$ cat config.mk
export PLATFORM = sky130hd
export DESIGN_NAME = seed_enable_sequencer
export DESIGN_NICKNAME = d
export VERILOG_FILES = /design/src/rtl/seed_enable_sequencer_pkg.sv /design/src/rtl/seed_enable_sequencer_timer.sv /design/src/rtl/seed_enable_sequencer.sv
export SDC_FILE = /design/constraint.sdc
export NUM_CORES = 1
export LEC_CHECK = 0
export BUFFER_PORTS_ARGS = -buffer_cell sky130_fd_sc_hd__buf_4
export CORE_AREA = 2 2 80 82
export DETAILED_ROUTE_END_ITERATION = 10
export DIE_AREA = 0 0 82 84
export GPL_TIMING_DRIVEN = 0
export SKIP_LAST_GASP = 1
export SLEW_MARGIN = 20
export SYNTH_ARGS = -nofsm -noshare
export SYNTH_HDL_FRONTEND = slang
export SYNTH_SLANG_ARGS = --single-unit
$ cat constraint.sdc
create_clock -name clk -period 4.8 [get_ports clk]
set_input_delay 1.44 -clock clk [delete_from_list [all_inputs] [get_ports clk]]
set_output_delay 1.44 -clock clk [all_outputs]
set_load 0.01 [all_outputs]
$ cat src/rtl/seed_enable_sequencer_pkg.sv
// seed_pkg: shared state encodings, fault codes and default timing for the seed-laser sequencer.
package seed_pkg;

    localparam int CNT_W_DEF          = 16;
    localparam int SETTLE_CYCLES_DEF  = 10000;
    localparam int TIMEOUT_CYCLES_DEF = 1000;

    localparam logic [2:0] SEQ_IDLE     = 3'd0;
    localparam logic [2:0] SEQ_CFG_DAC  = 3'd1;
    localparam logic [2:0] SEQ_WAIT_DAC = 3'd2;
    localparam logic [2:0] SEQ_CFG_DDS  = 3'd3;
    localparam logic [2:0] SEQ_WAIT_DDS = 3'd4;
    localparam logic [2:0] SEQ_SETTLE   = 3'd5;
    localparam logic [2:0] SEQ_ACTIVE   = 3'd6;
    localparam logic [2:0] SEQ_FAULT    = 3'd7;

    localparam logic [1:0] FAULT_NONE = 2'b00;
    localparam logic [1:0] FAULT_OC   = 2'b01;
    localparam logic [1:0] FAULT_DAC  = 2'b10;
    localparam logic [1:0] FAULT_DDS  = 2'b11;

endpackage

$ cat src/rtl/seed_enable_sequencer_timer.sv
// seq_timer: loadable saturating up-counter with clear and terminal-count compare.
module seq_timer #(
    parameter int CNT_W = 16
) (
    input  logic             clk,
    input  logic             rst,
    input  logic             clr,
    input  logic             load,
    input  logic [CNT_W-1:0] load_val,
    input  logic             inc,
    input  logic [CNT_W-1:0] term,
    output logic             hit
);

    logic [CNT_W-1:0] count;

    always_ff @(posedge clk) begin
        if (rst || clr)
            count <= '0;
        else if (load)
            count <= load_val;
        else if (inc && count != '1)
            count <= count + CNT_W'(1);
    end

    assign hit = count == term;

endmodule

$ cat src/rtl/seed_enable_sequencer.sv
// seed_enable_sequencer: DAC gain load -> DDS config load -> settle -> laser enable, with latched faults.
module seed_enable_sequencer
    import seed_pkg::*;
#(
    parameter int CNT_W          = CNT_W_DEF,
    parameter int SETTLE_CYCLES  = SETTLE_CYCLES_DEF,
    parameter int TIMEOUT_CYCLES = TIMEOUT_CYCLES_DEF
) (
    input  logic       clk,
    input  logic       rst,
    input  logic       enable_req,
    input  logic       fault_clear,
    input  logic       over_current,
    input  logic       dac_done,
    input  logic       dds_done,
    output logic       dac_update_req,
    output logic       dds_update_req,
    output logic       laser_enable,
    output logic       fault_latched,
    output logic [1:0] fault_code,
    output logic [2:0] seq_state
);

    localparam logic [CNT_W-1:0] SETTLE_TERM  = CNT_W'(SETTLE_CYCLES - 1);
    localparam logic [CNT_W-1:0] TIMEOUT_TERM = CNT_W'(TIMEOUT_CYCLES - 1);

    logic [2:0]       state, next;
    logic [1:0]       cause;
    logic [CNT_W-1:0] term;
    logic             hit, clr;

    // one shared counter: timeout in the WAIT states, settle time in SETTLE
    assign term = (state == SEQ_SETTLE) ? SETTLE_TERM : TIMEOUT_TERM;
    assign clr  = state == SEQ_CFG_DAC || state == SEQ_CFG_DDS || (state != SEQ_SETTLE && next == SEQ_SETTLE);

    seq_timer #(.CNT_W(CNT_W)) u_timer (
        .clk      (clk),
        .rst      (rst),
        .clr      (clr),
        .load     (1'b0),
        .load_val ('0),
        .inc      (1'b1),
        .term     (term),
        .hit      (hit)
    );

    // done beats a coincident timeout; over_current and enable drop beat everything
    always_comb begin
        next  = state;
        cause = FAULT_NONE;
        if (state == SEQ_FAULT)
            next = (fault_clear && !over_current && !enable_req) ? SEQ_IDLE : SEQ_FAULT;
        else if (over_current) begin
            next  = SEQ_FAULT;
            cause = FAULT_OC;
        end
        else if (!enable_req)
            next = SEQ_IDLE;
        else
            case (state)
                SEQ_IDLE:     next = SEQ_CFG_DAC;
                SEQ_CFG_DAC:  next = SEQ_WAIT_DAC;
                SEQ_WAIT_DAC: begin
                    next  = dac_done ? SEQ_CFG_DDS : hit ? SEQ_FAULT : SEQ_WAIT_DAC;
                    cause = (!dac_done && hit) ? FAULT_DAC : FAULT_NONE;
                end
                SEQ_CFG_DDS:  next = SEQ_WAIT_DDS;
                SEQ_WAIT_DDS: begin
                    next  = dds_done ? SEQ_SETTLE : hit ? SEQ_FAULT : SEQ_WAIT_DDS;
                    cause = (!dds_done && hit) ? FAULT_DDS : FAULT_NONE;
                end
                SEQ_SETTLE:   next = hit ? SEQ_ACTIVE : SEQ_SETTLE;
                default:      next = state;
            endcase
    end

    always_ff @(posedge clk) begin
        if (rst) begin
            state          <= SEQ_IDLE;
            dac_update_req <= 1'b0;
            dds_update_req <= 1'b0;
            laser_enable   <= 1'b0;
            fault_latched  <= 1'b0;
            fault_code     <= FAULT_NONE;
        end else begin
            state          <= next;
            dac_update_req <= state == SEQ_CFG_DAC && next == SEQ_WAIT_DAC;
            dds_update_req <= state == SEQ_CFG_DDS && next == SEQ_WAIT_DDS;
            laser_enable   <= next == SEQ_ACTIVE;
            fault_latched  <= next == SEQ_FAULT;
            fault_code     <= (state == SEQ_FAULT) ? ((next == SEQ_IDLE) ? FAULT_NONE : fault_code) : cause;
        end
    end

    assign seq_state = state;

endmodule

==> results.txt <==
Clock Sinks - 25
critical path cell sequence - buf_4 > nor2_1 > nand2_1 > nor3b_1 > a31oi_1 > a2111oi_4 > buf_6 > nor3_2
Tcrit/Tclk final - 60.3%
Detail Placement HPWL - 2430 µm
buffer count from post-CTS setup fixing - 0
largest net degree at the start of global routing - 16
CTS Buf Count - 3
DIE AREA - 0.00689 mm²
area of the multi-input gates - 892 µm²
synthesis-to-finish area growth - 17.7%
P_int - 0.298 mW
CTS tree - done
Sw Share - 26.3%
via count - 1227
number of cells on the worst reg-to-reg path - 7
r2r setup slk - 2.29 ns
non-filler instance count after layout - 258
post-synth top area cell - dfxtp_1
Crit. End Element - flip-flop
clock share of power - 31.4%
power density over cell area - 236 mW/mm²
sw power - 0.106 mW
accumulated negative setup slack - 0 ns
global-route wire length before repair - 5380 µm
commonest non-fill, non-tap cell in the layout - dfxtp_1
clk_lat worst skew - 0.27 ns
RSZ-0062 raised after global routing - no
part of the power in combinational logic - 14.6%
Unique masters post-synth - 47
Yosys top cell area share - 34.4%
Core Area - 0.00610 mm²
Hold Path End - fault_code[0]
status - complete, no violations
Hold-fix buffers, CTS - 0
Total Nets Final - 190
Reg2Reg Launch Point - u_timer.count[4]
max-cap violations - 0
Worst-path clk slew - 0.09 ns
global route overflow - 0
hold depth - 2
register area - 500 µm²
WP data arrival - 3.04 ns
Worst-Margin Slew - 0.736 ns
Setup CP Type - input pin to flip-flop
Top Ports - 16
Seq pwr share - 54.0%
H-Tree Depth - 1
clk root buf - clkbuf_8
Post-Syn Area - 0.00145 mm²
DP Cell Count - 254
routability cong. - 0.819
row count - 29
share of cells above drive strength 1 - 22.7%
vias in the first global route - 1199
DR iter-0 viols - 41
Die Y-Extent - 84 µm
critical path's slowest cell - a2111oi_4
VDD IR max - 0.120 mV
WP buf/inv - 2
min Tclk post-route - 2.89 ns
antenna violations before repair - 0
most frequent cells in the layout - dfxtp_1 (25), nand2_1 (17), buf_4 (16), nor2_1 (15), nand3_1 (11)
LEAKAGE - 0.597 nW
Main synth FF type - dfxtp_1
Hold Crit Class - flip-flop to flip-flop
Slew Limit Fails - 0
Final ANT Viol Nets - 0
Post-synth ARST share - 0%
CP Max Fanout - 10
DR WL/cell - 12.1 µm
reg2reg end - u_timer.count[0]
drt via density - 4.76
pre-CTS setup slack - 1.62 ns
Worst setup SP type - input pin
Final setup viols - 0
Post-Route WL - 3130 µm
crit-path max cell delay - 0.63 ns
Seq/Total Area, Yosys - 34.4%
clock tree buffer depth - 2
FMAX - 345 MHz
n_diodes - 0
Avg Cell Area, Syn - 8.97 µm²
# resized after CTS - 0
#FFs+latches synth - 25
DR DRC count - 0
Syn Nets - 170
YS warnings - 0
worst clock skew - 0.00563 ns
total track usage - 9.72%
Worst Path Required - 4.95 ns
Filler Cell Count - 667
number of synthesized flops with an enable pin - 0
# port buffers - 15
HP Start - fault_code[0]
first-pass detailed-route iteration total - 4
Synth area leaders - dfxtp_1 (34%), nor3_2 (6.2%), nand2_1 (4.4%), nor2_1 (3.9%), nand3_1 (3.8%)
Slew headroom - 50.5%
Worst Setup Slack, final - 1.91 ns
Die W - 82 µm
Synth Instances - 162
Final Hold Viols - 0
Initial Util - 23.9%
cell family with most CP delay - compound AO/OA/AOI/OAI gates
## logic make-up after synthesis
logic type	after synthesis	share of synthesized area [%]
buf+inv	8	4.22
xor+xnor	10	6.02
mux	3	2.07
fa+ha+maj	1	0.860
flops	25	34.4
compound gates	23	13.7
simple gates	92	38.7
## stage by stage
stage	hold slack (ns)	util, %	area, µm²	total power, mW
finish	0.527	28.1	1710	0.404
global route	0.567	28.1	1710	0.427
CTS	0.527	28.1	1710	0.413
detailed placement	0.513	27.3	1660	0.283
global placement	0.491	27.3	1660	0.283
floorplan	0.505	-	1450	0.262
## how the worst max path moves through the flow
stage               startpoint                end  slack (ns)  cells after the start
floorplan             dac_done   u_timer.count[0]        1.92                      5
global placement      dac_done  u_timer.count[11]        1.61                      8
detailed placement    dac_done   u_timer.count[0]        1.62                      8
CTS                   dac_done   u_timer.count[0]        1.91                      8
global route          dac_done  u_timer.count[11]        1.79                      8
finish                dac_done   u_timer.count[0]        1.91                      8
## worst min-delay path, stage by stage (launching register included)
cell and delay, ns:
dfxtp_1 0.32, nor2_1 0.10, nor4_1 0.06
## Yosys cell counts (2+ instances only)
cell and count:
dfxtp_1 25, nand2_1 17, nor2_1 15, nand3_1 11, nor3_2 9, and3_1 8
nor3_1 7, nor4_1 5, xnor2_1 5, xor2_1 5, a2111oi_0 3, a21boi_0 3
a31oi_1 3, buf_6 3, mux2i_1 3, nand2b_1 3, nor3b_1 3, a21oi_1 2
and2_1 2, inv_1 2, or4b_1 2
## area by class of cell
type	instances	share of cell area, %
tap	77	5.63
clock buffer	3	2.41
timing repair buffer	15	6.58
sequential	25	29.2
buffer	6	3.14
clock inverter	1	0.439
multi-input combinational	129	52.1
inverter	2	0.439
## sequential cells by signal (all words and copies together), names as in the netlist
name and cells:
u_timer.count 16, fault_code 2, laser_enable 1, dds_update_req 1, dac_update_req 1, seq_state 3, fault_latched 1
## power by group through the flow
stage / Combinational [mW] / Sequential, mW / Clock (mW)
after floorplan: 0.0387 / 0.224 / 0
after global placement: 0.0594 / 0.223 / 0
after detailed placement: 0.0593 / 0.223 / 0
after CTS: 0.0596 / 0.218 / 0.135
after global routing: 0.0658 / 0.219 / 0.142
final: 0.0591 / 0.218 / 0.127
## routing by layer
layer,track usage (%),share of wire [%]
met3,2.27,3.3
met4,2.58,0
met1,12.2,49
met5,0,0
met2,16.3,48
Power figures use the tool's default switching activity.
